**config.mk**
```make
export PLATFORM = sky130hd
export DESIGN_NAME = wb_core_arbiter_flat
export DESIGN_NICKNAME = d
export VERILOG_FILES = /design/src/rtl/wb_core_arbiter_pkg.sv /design/src/rtl/wb_core_arbiter_if.sv /design/src/rtl/wb_outstanding_ctr.sv /design/src/rtl/wb_core_arbiter.sv /design/src/flat_wrapper.sv
export SDC_FILE = /design/constraint.sdc
export NUM_CORES = 1
export LEC_CHECK = 0
export ABC_CLOCK_PERIOD_IN_PS = 2600
export BUFFER_PORTS_ARGS = -buffer_cell sky130_fd_sc_hd__buf_2
export CAP_MARGIN = 20
export CORE_AREA = 2 2 126 128
export CTS_CLUSTER_DIAMETER = 100
export CTS_CLUSTER_SIZE = 12
export DETAILED_ROUTE_END_ITERATION = 6
export DIE_AREA = 0 0 128 130
export PLACE_DENSITY = 0.46
export SLEW_MARGIN = 20
export SYNTH_ARGS = -nofsm -noshare
export SYNTH_HDL_FRONTEND = slang
export SYNTH_HIERARCHICAL = 1
export SYNTH_SLANG_ARGS = --single-unit
```
**constraint.sdc**
```tcl
create_clock -name clk_i -period 2.6 [get_ports clk_i]
set_input_delay 0.52 -clock clk_i [delete_from_list [all_inputs] [get_ports clk_i]]
set_output_delay 0.52 -clock clk_i [all_outputs]
set_load 0.01 [all_outputs]
```
**src/rtl/wb_core_arbiter_pkg.sv**
```systemverilog
// Shared types and defaults for the fetch/LSU Wishbone arbiter.
package wb_core_arbiter_pkg;

    localparam int unsigned ADR_W = 32;
    localparam int unsigned DAT_W = 32;
    localparam int unsigned SEL_W = 4;

    localparam int unsigned DEF_MAX_OUTSTANDING = 4;
    localparam int unsigned DEF_STARVE_LIMIT    = 16;

    typedef enum logic [1:0] {
        IDLE    = 2'd0,
        OWN_IF  = 2'd1,
        OWN_LSU = 2'd2
    } arb_state_e;

    // Request payload carried from a master towards the slave.
    typedef struct packed {
        logic             we;
        logic [ADR_W-1:0] adr;
        logic [SEL_W-1:0] sel;
        logic [DAT_W-1:0] dat;
    } wb_req_t;

endpackage

```
**src/rtl/wb_core_arbiter_if.sv**
```systemverilog
// Pipelined Wishbone bundle; MASTER drives requests, SLAVE drives responses.
interface wishbone_if;
    import wb_core_arbiter_pkg::*;

    logic             cyc;
    logic             stb;
    logic             we;
    logic [ADR_W-1:0] adr;
    logic [SEL_W-1:0] sel;
    logic [DAT_W-1:0] dat_w;
    logic [DAT_W-1:0] dat_r;
    logic             ack;
    logic             err;
    logic             stall;

    modport MASTER (
        output cyc, stb, we, adr, sel, dat_w,
        input  dat_r, ack, err, stall
    );

    modport SLAVE (
        input  cyc, stb, we, adr, sel, dat_w,
        output dat_r, ack, err, stall
    );

endinterface

```
**src/rtl/wb_outstanding_ctr.sv**
```systemverilog
// Up/down count of accepted-but-unanswered requests, bounded to [0, MAX_OUTSTANDING].
module wb_outstanding_ctr
    import wb_core_arbiter_pkg::*;
#(
    parameter int unsigned MAX_OUTSTANDING = DEF_MAX_OUTSTANDING
) (
    input  logic clk_i,
    input  logic rstn_i,
    input  logic clr_i,
    input  logic inc_i,
    input  logic dec_i,
    output logic full_o,
    output logic empty_o
);

    localparam int unsigned CNT_W = $clog2(MAX_OUTSTANDING + 1);

    logic [CNT_W-1:0] cnt_q, cnt_d;
    logic             up_c, dn_c;

    assign full_o  = (cnt_q == CNT_W'(MAX_OUTSTANDING));
    assign empty_o = (cnt_q == '0);
    assign up_c    = inc_i & ~full_o;
    assign dn_c    = dec_i & ~empty_o;

    // Next count: clear wins, simultaneous up and down cancel out.
    always_comb begin
        cnt_d = cnt_q;
        if (clr_i) begin
            cnt_d = '0;
        end else if (up_c && !dn_c) begin
            cnt_d = cnt_q + CNT_W'(1);
        end else if (dn_c && !up_c) begin
            cnt_d = cnt_q - CNT_W'(1);
        end
    end

    // Count register.
    always_ff @(posedge clk_i) begin
        if (!rstn_i) begin
            cnt_q <= '0;
        end else begin
            cnt_q <= cnt_d;
        end
    end

endmodule

```
**src/rtl/wb_core_arbiter.sv**
```systemverilog
// 2:1 Wishbone arbiter: LSU has priority, fetch ages into priority when starved.
module wb_core_arbiter
    import wb_core_arbiter_pkg::*;
#(
    parameter int unsigned MAX_OUTSTANDING = DEF_MAX_OUTSTANDING,
    parameter int unsigned STARVE_LIMIT    = DEF_STARVE_LIMIT
) (
    input  logic       clk_i,
    input  logic       rstn_i,
    wishbone_if.SLAVE  if_bus,
    wishbone_if.SLAVE  lsu_bus,
    wishbone_if.MASTER s_bus,
    output logic [1:0] grant_o
);

    localparam int unsigned WAIT_W = $clog2(STARVE_LIMIT + 1);

    arb_state_e        state_q, state_d;
    logic [WAIT_W-1:0] if_wait_q, if_wait_d;

    logic    own_if_c, own_lsu_c;
    logic    own_cyc_c, own_stb_c, s_stb_c;
    wb_req_t own_req_c;
    logic    starved_c, release_c, accept_c, resp_c, fwd_c;
    logic    full_c, empty_c;

    assign own_if_c  = (state_q == OWN_IF);
    assign own_lsu_c = (state_q == OWN_LSU);
    assign starved_c = (if_wait_q == WAIT_W'(STARVE_LIMIT));
    assign release_c = (own_if_c & ~if_bus.cyc) | (own_lsu_c & ~lsu_bus.cyc);

    // Arbitration from IDLE and hand-off on owner release; no preemption.
    always_comb begin
        state_d = state_q;
        case (state_q)
            IDLE: begin
                if (lsu_bus.cyc && if_bus.cyc) begin
                    state_d = starved_c ? OWN_IF : OWN_LSU;
                end else if (lsu_bus.cyc) begin
                    state_d = OWN_LSU;
                end else if (if_bus.cyc) begin
                    state_d = OWN_IF;
                end
            end
            OWN_IF: begin
                if (!if_bus.cyc) begin
                    state_d = lsu_bus.cyc ? OWN_LSU : IDLE;
                end
            end
            OWN_LSU: begin
                if (!lsu_bus.cyc) begin
                    state_d = if_bus.cyc ? OWN_IF : IDLE;
                end
            end
            default: state_d = IDLE;
        endcase
    end

    // Fetch aging: counts denied cycles, saturates, clears while fetch owns.
    always_comb begin
        if_wait_d = if_wait_q;
        if (own_if_c) begin
            if_wait_d = '0;
        end else if (if_bus.cyc && !starved_c) begin
            if_wait_d = if_wait_q + WAIT_W'(1);
        end
    end

    // State and aging registers.
    always_ff @(posedge clk_i) begin
        if (!rstn_i) begin
            state_q   <= IDLE;
            if_wait_q <= '0;
        end else begin
            state_q   <= state_d;
            if_wait_q <= if_wait_d;
        end
    end

    // Select the owning master's request; all zero when nobody owns the bus.
    always_comb begin
        own_cyc_c = 1'b0;
        own_stb_c = 1'b0;
        own_req_c = '0;
        if (own_if_c) begin
            own_cyc_c = if_bus.cyc;
            own_stb_c = if_bus.stb;
            own_req_c = '{we: if_bus.we, adr: if_bus.adr, sel: if_bus.sel, dat: if_bus.dat_w};
        end else if (own_lsu_c) begin
            own_cyc_c = lsu_bus.cyc;
            own_stb_c = lsu_bus.stb;
            own_req_c = '{we: lsu_bus.we, adr: lsu_bus.adr, sel: lsu_bus.sel, dat: lsu_bus.dat_w};
        end
    end

    // Responses only count while the owner is still in its cycle and has
    // something outstanding; late acks after an abort fall on the floor.
    assign s_stb_c  = own_stb_c & ~full_c;
    assign accept_c = own_cyc_c & s_stb_c & ~s_bus.stall;
    assign fwd_c    = own_cyc_c & ~empty_c;
    assign resp_c   = fwd_c & (s_bus.ack | s_bus.err);

    wb_outstanding_ctr #(
        .MAX_OUTSTANDING (MAX_OUTSTANDING)
    ) u_ctr (
        .clk_i   (clk_i),
        .rstn_i  (rstn_i),
        .clr_i   (release_c),
        .inc_i   (accept_c),
        .dec_i   (resp_c),
        .full_o  (full_c),
        .empty_o (empty_c)
    );

    assign s_bus.cyc   = own_cyc_c;
    assign s_bus.stb   = s_stb_c;
    assign s_bus.we    = own_req_c.we;
    assign s_bus.adr   = own_req_c.adr;
    assign s_bus.sel   = own_req_c.sel;
    assign s_bus.dat_w = own_req_c.dat;

    assign if_bus.ack   = own_if_c & fwd_c & s_bus.ack;
    assign if_bus.err   = own_if_c & fwd_c & s_bus.err;
    assign if_bus.stall = own_if_c ? (s_bus.stall | full_c) : 1'b1;
    assign if_bus.dat_r = own_if_c ? s_bus.dat_r : '0;

    assign lsu_bus.ack   = own_lsu_c & fwd_c & s_bus.ack;
    assign lsu_bus.err   = own_lsu_c & fwd_c & s_bus.err;
    assign lsu_bus.stall = own_lsu_c ? (s_bus.stall | full_c) : 1'b1;
    assign lsu_bus.dat_r = own_lsu_c ? s_bus.dat_r : '0;

    assign grant_o = {own_lsu_c, own_if_c};

endmodule
```
**src/flat_wrapper.sv**
```systemverilog
// flat-port wrapper written by rule: the top's interface ports become plain ports
module wb_core_arbiter_flat import wb_core_arbiter_pkg::*;
#(
    parameter int unsigned MAX_OUTSTANDING = DEF_MAX_OUTSTANDING,
    parameter int unsigned STARVE_LIMIT    = DEF_STARVE_LIMIT
)
  (clk_i, rstn_i, grant_o, if_bus_cyc, if_bus_stb, if_bus_we, if_bus_adr, if_bus_sel, if_bus_dat_w, if_bus_dat_r, if_bus_ack, if_bus_err, if_bus_stall, lsu_bus_cyc, lsu_bus_stb, lsu_bus_we, lsu_bus_adr, lsu_bus_sel, lsu_bus_dat_w, lsu_bus_dat_r, lsu_bus_ack, lsu_bus_err, lsu_bus_stall, s_bus_cyc, s_bus_stb, s_bus_we, s_bus_adr, s_bus_sel, s_bus_dat_w, s_bus_dat_r, s_bus_ack, s_bus_err, s_bus_stall);
  wishbone_if if_bus_i ();
  wishbone_if lsu_bus_i ();
  wishbone_if s_bus_i ();
  input  logic clk_i;
  input  logic rstn_i;
  output logic [1:0] grant_o;
  input wire logic [$bits(if_bus_i.cyc)-1:0] if_bus_cyc;
  input wire logic [$bits(if_bus_i.stb)-1:0] if_bus_stb;
  input wire logic [$bits(if_bus_i.we)-1:0] if_bus_we;
  input wire logic [$bits(if_bus_i.adr)-1:0] if_bus_adr;
  input wire logic [$bits(if_bus_i.sel)-1:0] if_bus_sel;
  input wire logic [$bits(if_bus_i.dat_w)-1:0] if_bus_dat_w;
  output wire logic [$bits(if_bus_i.dat_r)-1:0] if_bus_dat_r;
  output wire logic [$bits(if_bus_i.ack)-1:0] if_bus_ack;
  output wire logic [$bits(if_bus_i.err)-1:0] if_bus_err;
  output wire logic [$bits(if_bus_i.stall)-1:0] if_bus_stall;
  input wire logic [$bits(lsu_bus_i.cyc)-1:0] lsu_bus_cyc;
  input wire logic [$bits(lsu_bus_i.stb)-1:0] lsu_bus_stb;
  input wire logic [$bits(lsu_bus_i.we)-1:0] lsu_bus_we;
  input wire logic [$bits(lsu_bus_i.adr)-1:0] lsu_bus_adr;
  input wire logic [$bits(lsu_bus_i.sel)-1:0] lsu_bus_sel;
  input wire logic [$bits(lsu_bus_i.dat_w)-1:0] lsu_bus_dat_w;
  output wire logic [$bits(lsu_bus_i.dat_r)-1:0] lsu_bus_dat_r;
  output wire logic [$bits(lsu_bus_i.ack)-1:0] lsu_bus_ack;
  output wire logic [$bits(lsu_bus_i.err)-1:0] lsu_bus_err;
  output wire logic [$bits(lsu_bus_i.stall)-1:0] lsu_bus_stall;
  output wire logic [$bits(s_bus_i.cyc)-1:0] s_bus_cyc;
  output wire logic [$bits(s_bus_i.stb)-1:0] s_bus_stb;
  output wire logic [$bits(s_bus_i.we)-1:0] s_bus_we;
  output wire logic [$bits(s_bus_i.adr)-1:0] s_bus_adr;
  output wire logic [$bits(s_bus_i.sel)-1:0] s_bus_sel;
  output wire logic [$bits(s_bus_i.dat_w)-1:0] s_bus_dat_w;
  input wire logic [$bits(s_bus_i.dat_r)-1:0] s_bus_dat_r;
  input wire logic [$bits(s_bus_i.ack)-1:0] s_bus_ack;
  input wire logic [$bits(s_bus_i.err)-1:0] s_bus_err;
  input wire logic [$bits(s_bus_i.stall)-1:0] s_bus_stall;
  assign if_bus_i.cyc = if_bus_cyc;
  assign if_bus_i.stb = if_bus_stb;
  assign if_bus_i.we = if_bus_we;
  assign if_bus_i.adr = if_bus_adr;
  assign if_bus_i.sel = if_bus_sel;
  assign if_bus_i.dat_w = if_bus_dat_w;
  assign if_bus_dat_r = if_bus_i.dat_r;
  assign if_bus_ack = if_bus_i.ack;
  assign if_bus_err = if_bus_i.err;
  assign if_bus_stall = if_bus_i.stall;
  assign lsu_bus_i.cyc = lsu_bus_cyc;
  assign lsu_bus_i.stb = lsu_bus_stb;
  assign lsu_bus_i.we = lsu_bus_we;
  assign lsu_bus_i.adr = lsu_bus_adr;
  assign lsu_bus_i.sel = lsu_bus_sel;
  assign lsu_bus_i.dat_w = lsu_bus_dat_w;
  assign lsu_bus_dat_r = lsu_bus_i.dat_r;
  assign lsu_bus_ack = lsu_bus_i.ack;
  assign lsu_bus_err = lsu_bus_i.err;
  assign lsu_bus_stall = lsu_bus_i.stall;
  assign s_bus_cyc = s_bus_i.cyc;
  assign s_bus_stb = s_bus_i.stb;
  assign s_bus_we = s_bus_i.we;
  assign s_bus_adr = s_bus_i.adr;
  assign s_bus_sel = s_bus_i.sel;
  assign s_bus_dat_w = s_bus_i.dat_w;
  assign s_bus_i.dat_r = s_bus_dat_r;
  assign s_bus_i.ack = s_bus_ack;
  assign s_bus_i.err = s_bus_err;
  assign s_bus_i.stall = s_bus_stall;
  wb_core_arbiter #(.MAX_OUTSTANDING(MAX_OUTSTANDING), .STARVE_LIMIT(STARVE_LIMIT)) u_core (.clk_i(clk_i), .rstn_i(rstn_i), .if_bus(if_bus_i), .lsu_bus(lsu_bus_i), .s_bus(s_bus_i), .grant_o(grant_o));
endmodule
```
==> impl_metrics.tcl, run 1 <==
set metrics [dict create \
    grt.overflow.total 0 \
    yosys-top-cells-area "a22o_1 (33%), and2_1 (22%), dfxtp_1 (11%)" \
    netlist_instances 236 \
    drtPass1Iterations 4 \
    finClkSkew_ps 0.636 \
    drc 0 \
    routed_via_density 4.07 \
    antennaDiodeCount 0 \
    slew_viol_final 0 \
    synth_top_area_share_pct 32.8 \
    hold_path_class "reg -> reg" \
    grt_max_degree 106 \
    cts_buffers 3 \
    placement_rows 46 \
    path_cells "nand2b_4 > clkinv_2 > a22oi_2 > nor4_2 > nor2b_1 > ha_1 > inv_1 > fa_1 > xor2_1 > or3_1 > a21oi_1" \
    htreeDepth 1 \
    drive_gt1_share_pct 62.8 \
    slowest_stage "dfxtp_1" \
    finalPower_mw 0.961 \
    ctsHoldBuffers 0 \
    dp_hpwl_um 8370 \
    synthToLayoutAreaGrowth_pct 98.4 \
    cts-root-buf "clkbuf_16" \
    critPathMaxFanout 5 \
    die-height_um 130 \
    synth_largest_area_cell "a22o_1" \
    grt_pass1_vias 2462 \
    finalNetCount 724 \
    hold_viol 0 \
    cts_tree "yes" \
    end_kind "register" \
    dieArea_mm2 0.0166 \
    maxCapViolations 0 \
    p_leak_nw 2.23 \
    startpoint_type "register" \
    cts-resized-gates 0 \
    detail_route.wl_per_cell_um 13.5 \
    tns_ps 0 \
    finalWeightedCongestion 0.791 \
    synth.yosys.warnings 6 \
    final_cell_mix "buf_2 (321), a22o_1 (69), and2_1 (64), dfxtp_1 (10), nor2_1 (9)" \
    max_slew.worst_pin.slew_ps 571 \
    syn-cell-area_mm2 0.00184 \
    vias 2976 \
    syn_nets 419 \
    slew_headroom_pct 61.9 \
    track_usage_pct 9.92 \
    antenna_found_initial 0 \
    initial_core_util_pct 11.9 \
    synth.distinct_cells 34 \
    slowest_delay_ps 470 \
    routed_wirelength_um 9890 \
    fp.coreArea_mm2 0.0154 \
    setup_viol 0 \
    post_cts_buffers 0 \
    port_buffers 321 \
    clk_pin_slew_ps 40 \
    period_share_pct 92.6 \
    die_width_um 128 \
    ys_ff_latch 10 \
    final_util_pct 23.7 \
    insertion_delay_ps 240 \
    ant_nets 0 \
    p_per_area_mw_per_mm2 263 \
    seq_area_frac_synth_pct 10.9 \
    critical_path_class "reg -> reg" \
    avgSynthCellArea_um2 7.81 \
    mostFrequentLayoutCell "buf_2" \
    timing.fmax_ghz 0.415 \
    worst_hold_slack_ps 505 \
    ir_worst_vdd_uv 235 \
    cts.path.max_buffers 2 \
    grt_pass1_wl_um 13300 \
    rsz0062_at_grt "false" \
    period_minus_slack_ps 2410 \
    status "completed" \
    worstPathArrival_ps 2580 \
    clkSinkCount 10 \
    critPathRequiredTime_ps 2770 \
    drt_iter0_drc 105 \
    ios 322 \
]
where the power goes:
group / leakage [nW] / internal [mW] / switching, mW
combinational: 2.11 / 0.249 / 0.239
sequential: 0.0813 / 0.158 / 0.00574
clock: 0.0442 / 0.232 / 0.0776
total: 2.23 / 0.639 / 0.322
metrics by stage:
stage / instance area, µm² / worst slack [ps] / std cells
2_1_floorplan: 1840 / 221 / 236
3_3_place_gp: 3570 / 199 / 728
3_5_place_dp: 3570 / 183 / 728
4_1_cts: 3660 / 154 / 732
5_1_grt: 3660 / 0.728 / 732
6_report: 3660 / 192 / 732
cells in the mapped netlist:
cell type and number:
nor2b_1 2, buf_4 6, xor2_1 4, nor3_1 3, nand4_1 2, nand2_1 6, nor3b_1 1, nand4bb_1 1
and2_1 64, a31oi_1 1, inv_1 6, nor2_1 9, buf_6 6, or3_1 2, dfxtp_1 10, a22o_1 69
a22oi_2 1, o21ai_0 5, clkbuf_2 2, buf_2 10, ha_1 3, mux2i_1 1, and4bb_2 3, nand2b_4 1
nand3_1 3, nor4b_1 2, clkbuf_1 2, fa_1 1, nor4_2 1, inv_2 1, a21oi_1 4, o211ai_1 1
a22oi_4 1, nand2b_1 2
worst paths after layout:
kind                            cells past startpoint  slack, ps                                 end                               start
worst max-delay path                               11        190  u_core/u_ctr/cnt_q[2]$_SDFFE_PP0P_      u_core/state_q[0]$_SDFFE_PN0P_
worst min-delay path                                2        500  u_core/u_ctr/cnt_q[2]$_SDFFE_PP0P_  u_core/u_ctr/cnt_q[2]$_SDFFE_PP0P_
worst max register to register                     11        190  u_core/u_ctr/cnt_q[2]$_SDFFE_PP0P_      u_core/state_q[0]$_SDFFE_PN0P_
worst min register to register                      2        500  u_core/u_ctr/cnt_q[2]$_SDFFE_PP0P_  u_core/u_ctr/cnt_q[2]$_SDFFE_PP0P_
sequential cells by signal (all words and copies together), names as in the netlist:
| register | count |
|---|---|
| u_core/if_wait_q | 5 |
| u_core/state_q | 2 |
| u_core/u_ctr/cnt_q | 3 |
final cells by class:
class / count / area (µm²)
fill: 1750 / 11800
timing repair buffer: 326 / 1660
tap: 192 / 240
sequential: 10 / 200
multi-input combinational: 193 / 1440
clock buffer: 4 / 88.8
inverter: 7 / 27.5
per-layer routing:
layer / global-route usage [%] / up-vias / part of all wire (%)
li1: - / 1468 / -
met1: 13.3 / 1342 / 43
met2: 18.0 / 166 / 49
met3: 0.984 / 0 / 7.6
met4: 0.776 / 0 / 0
met5: 0 / - / 0
worst max-delay path, delay by kind of cell, from the launching register on:
family / cells / cell delay [ps]
adders and majority gates: 2 / 560
and+or+nand+nor: 4 / 770
buffers and inverters: 2 / 160
xor gates and xnor gates: 1 / 150
DFF: 1 / 470
AOI/OAI and AO/OA: 2 / 230
cell families (layout without fill, tap and decap cells):
| logic type | after synthesis | in the layout | synth area share (%) |
|---|---|---|---|
| AO/OA/AOI/OAI | 82 | 82 | 37.8 |
| XOR/XNOR | 4 | 4 | 1.90 |
| adder cells (fa/ha/maj) | 4 | 4 | 3.12 |
| buffers and inverters | 33 | 337 | 11.2 |
| flip-flops | 10 | 10 | 10.9 |
| multiplexers | 1 | 1 | 0.543 |
| AND/OR/NAND/NOR | 102 | 102 | 34.6 |
No activity file was read; power rests on OpenSTA's default activity.
==> inputs of run 2 (changes only) <==
--- a/config.mk
+++ b/config.mk
@@ -6,14 +6,14 @@
 export NUM_CORES = 1
 export LEC_CHECK = 0
 export ABC_CLOCK_PERIOD_IN_PS = 2600
-export BUFFER_PORTS_ARGS = -buffer_cell sky130_fd_sc_hd__buf_2
 export CAP_MARGIN = 20
 export CORE_AREA = 2 2 126 128
 export CTS_CLUSTER_DIAMETER = 100
 export CTS_CLUSTER_SIZE = 12
 export DETAILED_ROUTE_END_ITERATION = 6
 export DIE_AREA = 0 0 128 130
-export PLACE_DENSITY = 0.46
+export DONT_BUFFER_PORTS = 1
+export PLACE_DENSITY = 0.3
 export SLEW_MARGIN = 20
 export SYNTH_ARGS = -nofsm -noshare
 export SYNTH_HDL_FRONTEND = slang
==> run 2 against run 1 <==
Sequential share of layout area grew 4.3 points. Combinational power shrank 45%. Clock power is essentially flat. Maximum frequency grew 2.2%. Hold slack lost 120 ps. Register-to-register slack gained 50 ps. Sequential power is essentially flat. Final area shrank 44%. Via count shrank 35%. Non-clock buffer count shrank 318. First-iteration DRC count shrank 18%. Critical path type unchanged. Largest cell class is now multi-input combinational cells. Highest routed layer is now met4.
==> impl_metrics.tcl, run 2 (synthesized netlist as in run 1, its figures left out) <==
set metrics [dict create \
    finalWeightedCongestion 0.755 \
    slew_viol_final 0 \
    regArea_um2 201 \
    vias 1927 \
    nFillCells 1740 \
    startpoint_type "register" \
    largest-register "u_core/if_wait_q" \
    clk_pin_slew_ps 40 \
    place_area_mm2 0.00197 \
    tns_ps 0 \
    routed_wirelength_um 9610 \
    largest_register_ff_count 5 \
    cts.path.max_buffers 2 \
    slowest_delay_ps 370 \
    detail_route.wl_per_cell_um 23.1 \
    hold_path_class "in -> reg" \
    rsz0062_at_grt "false" \
    dieArea_mm2 0.0166 \
    ir_worst_vdd_uv 149 \
    path_cells "nand2b_4 > inv_2 > a22oi_2 > nor4_2 > nor2b_1 > ha_1 > inv_1 > fa_1 > xor2_1 > or3_1 > a21oi_1" \
    port_buffers 0 \
    maxCapViolations 0 \
    initial_core_util_pct 11.9 \
    die-height_um 130 \
    ios 322 \
    p_per_area_mw_per_mm2 358 \
    critPathRequiredTime_ps 2770 \
    synthToLayoutAreaGrowth_pct 12.1 \
    grt.overflow.total 0 \
    highest_layer "met4" \
    r2r_slack_ps 240 \
    track_usage_pct 9.60 \
    setup_viol 0 \
    htreeDepth 1 \
    wl_met3_um 1340 \
    slowest_stage "fa_1" \
    clkSinkCount 10 \
    hold_viol 0 \
    hold_path_depth 1 \
    drtPass1Iterations 4 \
    route.met2.wl_um 4230 \
    drc 0 \
    drive_gt1_share_pct 9.91 \
    critical_path_class "reg -> reg" \
    p_leak_nw 0.804 \
    finalNetCount 406 \
    reg2reg_to "u_core/u_ctr/cnt_q[2]$_SDFFE_PP0P_" \
    grt_pass1_vias 1596 \
    status "completed" \
    grt_max_degree 55 \
    die_width_um 128 \
    dp_hpwl_um 8390 \
    end_kind "register" \
    reg2reg_depth 11 \
    worstPathArrival_ps 2520 \
    met1_length_um 4010 \
    regToRegStartpoint "u_core/state_q[1]$_SDFFE_PN0P_" \
    ant_nets 0 \
    insertion_delay_ps 240 \
    fp.coreArea_mm2 0.0154 \
    timing.fmax_ghz 0.425 \
    final_cell_mix "a22o_1 (69), and2_1 (64), nor2_1 (9), dfxtp_1 (9), buf_4 (8)" \
    multiInputGateArea_mm2 0.00144 \
    slew_headroom_pct 66.8 \
    min_from "if_bus_cyc" \
    period_minus_slack_ps 2360 \
    placement_rows 46 \
    final_area_mm2 0.00207 \
    cts_buffers 3 \
    max_slew.worst_pin.slew_ps 499 \
    critPathMaxFanout 5 \
    finClkSkew_ps 2.78 \
    reg_top3 "u_core/if_wait_q: 5 flops, u_core/u_ctr/cnt_q: 3 flops, u_core/state_q: 2 flops" \
    mostFrequentLayoutCell "a22o_1" \
    drt_iter0_drc 86 \
    routed_via_density 4.63 \
    cts_tree "yes" \
    period_share_pct 90.6 \
    cts-root-buf "clkbuf_16" \
    antenna_found_initial 1 \
    min_to "u_core/state_q[1]$_SDFFE_PN0P_" \
    grt_pass1_wl_um 11100 \
]
run 2: cell types whose count changed in the layout (fill, tap and decap cells not counted), sizes merged:
| cell | before | now |
|---|---|---|
| diode | 0 | 2 |
| inv | 6 | 7 |
| buf | 326 | 8 |
| clkinv | 1 | 0 |
run 2: critical path, delay by kind of cell, from the launching register on:
kind | cells | cell delay (ps)
AND/OR/NAND/NOR | 4 | 820
AO/OA/AOI/OAI | 2 | 240
XOR/XNOR | 1 | 150
flip-flops | 1 | 340
adder cells (fa/ha/maj) | 2 | 560
buffers and inverters | 2 | 160
run 2: report_power, final:
part | leakage, nW | internal (mW) | total, mW | switching (mW)
logic | 0.678 | 0.0879 | 0.267 | 0.179
registers | 0.0817 | 0.159 | 0.164 | 0.00568
clock network | 0.0442 | 0.232 | 0.308 | 0.0762
total | 0.804 | 0.478 | 0.739 | 0.261
run 2: timing repair:
| item | in CTS | in global routing |
|---|---|---|
| hold endpoints to repair | 0 | 0 |
| setup endpoints to repair | 0 | 1 |
| hold buffers | 0 | 0 |
| resized for setup | 0 | 1 |
| setup buffers | 0 | 0 |
run 2: final cells by class:
class                   count  share of cell area [%]
well taps                 192                    11.6
repair buffers              8                    2.91
multi-input cells         193                    69.9
flip-flops and latches     10                    9.75
inverters                   7                    1.27
clock buffers               4                    4.30
diodes                      2                   0.242
run 2: worst max path at each step:
stage,startpoint,end,depth (start not counted)
floorplan,u_core/state_q[1]$_SDFFE_PN0P_,u_core/u_ctr/cnt_q[2]$_SDFFE_PP0P_,12
global placement,u_core/state_q[0]$_SDFFE_PN0P_,u_core/u_ctr/cnt_q[2]$_SDFFE_PP0P_,11
detailed placement,u_core/state_q[0]$_SDFFE_PN0P_,u_core/u_ctr/cnt_q[2]$_SDFFE_PP0P_,11
CTS,u_core/state_q[0]$_SDFFE_PN0P_,u_core/u_ctr/cnt_q[2]$_SDFFE_PP0P_,11
global route,u_core/state_q[1]$_SDFFE_PN0P_,u_core/u_ctr/cnt_q[2]$_SDFFE_PP0P_,11
finish,u_core/state_q[1]$_SDFFE_PN0P_,u_core/u_ctr/cnt_q[2]$_SDFFE_PP0P_,11
run 2: through the flow:
step / util, % / cells / worst slack, ps / hold WS (ps) / power, mW
after floorplan: - / 236 / 221 / 466 / 0.400
after global placement: 12.8 / 410 / 196 / 490 / 0.434
after detailed placement: 12.8 / 410 / 178 / 491 / 0.433
after CTS: 13.4 / 414 / 162 / 382 / 0.750
after global routing: 13.4 / 414 / 39.2 / 389 / 0.782
final: 13.4 / 416 / 245 / 389 / 0.739
run 2: routing by layer:
metal | vias to the layer above | global-route usage [%]
li1 | 837 | -
met1 | 936 | 12.6
met2 | 152 | 14.2
met3 | 2 | 5.45
met4 | 0 | 0.970
met5 | - | 0
==> inputs of run 3 (changes only) <==
--- a/config.mk
+++ b/config.mk
@@ -5,17 +5,17 @@
 export SDC_FILE = /design/constraint.sdc
 export NUM_CORES = 1
 export LEC_CHECK = 0
+export ABC_AREA = 1
 export ABC_CLOCK_PERIOD_IN_PS = 2600
 export CAP_MARGIN = 20
-export CORE_AREA = 2 2 126 128
+export CORE_AREA = 2 2 125 127
 export CTS_CLUSTER_DIAMETER = 100
 export CTS_CLUSTER_SIZE = 12
 export DETAILED_ROUTE_END_ITERATION = 6
-export DIE_AREA = 0 0 128 130
+export DIE_AREA = 0 0 127 129
 export DONT_BUFFER_PORTS = 1
 export PLACE_DENSITY = 0.3
 export SLEW_MARGIN = 20
 export SYNTH_ARGS = -nofsm -noshare
 export SYNTH_HDL_FRONTEND = slang
-export SYNTH_HIERARCHICAL = 1
 export SYNTH_SLANG_ARGS = --single-unit
==> run 3 against run 2 <==
Critical endpoint is now s_bus_dat_w[22]. Sequential share of layout area up 0.12 points. Maximum frequency up 0.69%. Utilization up 0.15 points. Die area down 1.5%. Critical path depth down 6. Hold slack better by 6.4 ps. Largest cell class unchanged. Combinational power up 57%. Largest power group is now combinational cells. Final area down 1.8%. Critical path type is now reg -> out. Non-clock buffer count down 2. Sequential cell count unchanged. Final cell count up 15%.
==> impl_metrics.tcl, run 3 <==
set metrics [dict create \
    pwr-share-comb_pct 46.7 \
    max_slew.worst_pin.slew_ps 744 \
    track_usage_pct 8.62 \
    clk_pin_slew_ps 50 \
    reg2reg_to "u_core.u_ctr.cnt_q[2]$_SDFFE_PP0P_" \
    p_clk_share_pct 34.7 \
    cts.path.max_buffers 2 \
    place_area_mm2 0.00194 \
    drive_gt1_share_pct 6.21 \
    reg2reg_depth 15 \
    end_kind "output pin" \
    period_share_pct 90.0 \
    port_buffers 0 \
    cts-resized-gates 0 \
    htreeDepth 1 \
    synth.most_common_cell "nor2_1" \
    min_from "lsu_bus_cyc" \
    detail_route.wl_per_cell_um 18.3 \
    yosys-top-cells-area "a22o_1 (33%), nor2_1 (17%), dfxtp_1 (11%)" \
    hold_path_depth 2 \
    routed_via_density 4.30 \
    finalWeightedCongestion 0.747 \
    vias 2056 \
    avgSynthCellArea_um2 5.98 \
    grt_pass1_vias 1784 \
    min_to "u_core.state_q[1]$_SDFFE_PN0P_" \
    final_area_mm2 0.00203 \
    ctsHoldBuffers 0 \
    p_leak_nw 0.995 \
    synth_largest_area_cell "a22o_1" \
    finalNetCount 474 \
    maxCapViolations 0 \
    timing.fmax_ghz 0.428 \
    ir_worst_vdd_uv 235 \
    period_minus_slack_ps 2340 \
    cts_buffers 3 \
    insertion_delay_ps 240 \
    slew_headroom_pct 50.4 \
    async_reset_ff_share_pct 0 \
    grt_pass1_wl_um 10700 \
    regToRegStartpoint "u_core.state_q[1]$_SDFFE_PN0P_" \
    critical_path_class "reg -> out" \
    antennaDiodeCount 0 \
    antenna_found_initial 0 \
    mostFrequentLayoutCell "nor2_1" \
    slew_viol_final 0 \
    switching_share_pct 43.1 \
    reg_top3 "u_core.if_wait_q: 5 flops, u_core.u_ctr.cnt_q: 3 flops, u_core.state_q: 2 flops" \
    cts_tree "yes" \
    fp.coreArea_mm2 0.0150 \
    tns_ps 0 \
    critPathRequiredTime_ps 2080 \
    cts-root-buf "clkbuf_16" \
    die-height_um 129 \
    p_seq_share_pct 18.7 \
    placement_rows 45 \
    critPathMaxFanout 73 \
    power_switching_mw 0.387 \
    synth.distinct_cells 21 \
    ant_nets 0 \
    dp_hpwl_um 7500 \
    hold_path_class "in -> reg" \
    final_util_pct 13.5 \
    synthToLayoutAreaGrowth_pct 11.6 \
    startpoint_type "register" \
    largest-register "u_core.if_wait_q" \
    finalPower_mw 0.899 \
    finClkSkew_ps 2.97 \
    initial_core_util_pct 12.1 \
    synth.yosys.warnings 0 \
    ys_ff_latch 10 \
    setup_viol 0 \
    drt_iter0_drc 68 \
    hold_viol 0 \
    r2r_slack_ps 390 \
    post_cts_buffers 0 \
    synth-edff-count 0 \
    synth_commonest_cells "nor2_1 (81), a22o_1 (69), inv_1 (52)" \
    status "completed" \
    clkSinkCount 10 \
    largest_register_ff_count 5 \
    seq_area_frac_synth_pct 11.0 \
    grt.overflow.total 0 \
    grt_max_degree 75 \
    ios 322 \
    rsz0062_at_grt "false" \
    dieArea_mm2 0.0164 \
    internal_power_mw 0.512 \
    syn-cell-area_mm2 0.00182 \
    drtPass1Iterations 6 \
    worstPathArrival_ps 1820 \
    drc 0 \
    p_per_area_mw_per_mm2 443 \
    synthFlopType "dfxtp_1" \
    final_cell_mix "nor2_1 (81), a22o_1 (69), inv_1 (52), nand2_1 (34), dfxtp_1 (10)" \
    die_width_um 127 \
    routed_wirelength_um 8730 \
    synth_top_area_share_pct 33.3 \
    syn_nets 487 \
    netlist_instances 304 \
    nFillCells 1733 \
]
[run 3: changes by cell type after synthesis, sizes merged, moves of 2 or more]
| cell | delta |
|---|---|
| clkbuf | +2 |
| and4bb | -3 |
| inv | +49 |
| nor2 | +72 |
| nor4b | -2 |
| buf | -4 |
| nand2 | +30 |
| or3 | -2 |
| a21oi | +6 |
| nand2b | -3 |
| nor2b | -2 |
| nor3 | -3 |
| a22oi | -2 |
| and2 | -64 |
[run 3: cells by family (layout without fill, tap and decap cells)]
| group | Yosys count | in the layout | share of synthesized area (%) |
|---|---|---|---|
| DFF | 10 | 10 | 11.0 |
| xor gates and xnor gates | 3 | 3 | 1.45 |
| adders and majority gates | 4 | 4 | 3.17 |
| muxes | 1 | 1 | 0.551 |
| and+or+nand+nor | 123 | 123 | 26.2 |
| buffers and inverters | 80 | 66 | 20.2 |
| AOI/OAI and AO/OA | 83 | 83 | 37.3 |
[run 3: power groups by stage]
stage                     registers [mW]  clock network (mW)  logic, mW
final                              0.168               0.312      0.420
after global routing               0.169               0.327      0.455
after detailed placement           0.171                   0      0.422
after global placement             0.171                   0      0.421
after CTS                          0.168               0.320      0.426
after floorplan                    0.169                   0      0.359
[run 3: per-layer routing]
layer	global-route usage, %	vias up	part of all wire, %
met4	0.776	0	0.18
met1	10.1	943	39
li1	-	965	-
met3	3.20	4	11
met2	15.6	144	50
met5	0	-	0
[run 3: worst max path at each step]
stage | from | to | depth (start not counted)
2_1_floorplan | u_core.state_q[1]$_SDFFE_PN0P_ | u_core.u_ctr.cnt_q[2]$_SDFFE_PP0P_ | 17
3_3_place_gp | if_bus_cyc | u_core.u_ctr.cnt_q[2]$_SDFFE_PP0P_ | 14
3_5_place_dp | if_bus_cyc | u_core.u_ctr.cnt_q[2]$_SDFFE_PP0P_ | 14
4_1_cts | u_core.state_q[1]$_SDFFE_PN0P_ | s_bus_dat_w[1] | 5
5_1_grt | u_core.state_q[1]$_SDFFE_PN0P_ | u_core.u_ctr.cnt_q[2]$_SDFFE_PP0P_ | 15
6_report | u_core.state_q[1]$_SDFFE_PN0P_ | s_bus_dat_w[22] | 5
[run 3: layout make-up]
type	count	area, µm²	share of cell area (%)
flip-flops and latches	10	200	9.87
repair buffers	6	45.0	2.22
multi-input cells	214	1250	61.6
clock buffers	4	88.8	4.38
inverters	56	210	10.4
well taps	188	235	11.6
[run 3: worst max-delay path, stage by stage (launching register included)]
cell and delay, ps:
dfxtp_1 410, nand2_2 100, inv_2 60, buf_4 530, a22o_1 260, buf_4 160
[run 3: per-stage QoR]
| step | setup slack, ps | hold slack [ps] | instances |
|---|---|---|---|
| floorplan | 530 | 454 | 304 |
| global placement | 356 | 465 | 474 |
| detailed placement | 339 | 467 | 474 |
| CTS | 251 | 393 | 478 |
| global route | 113 | 406 | 478 |
| finish | 261 | 396 | 478 |
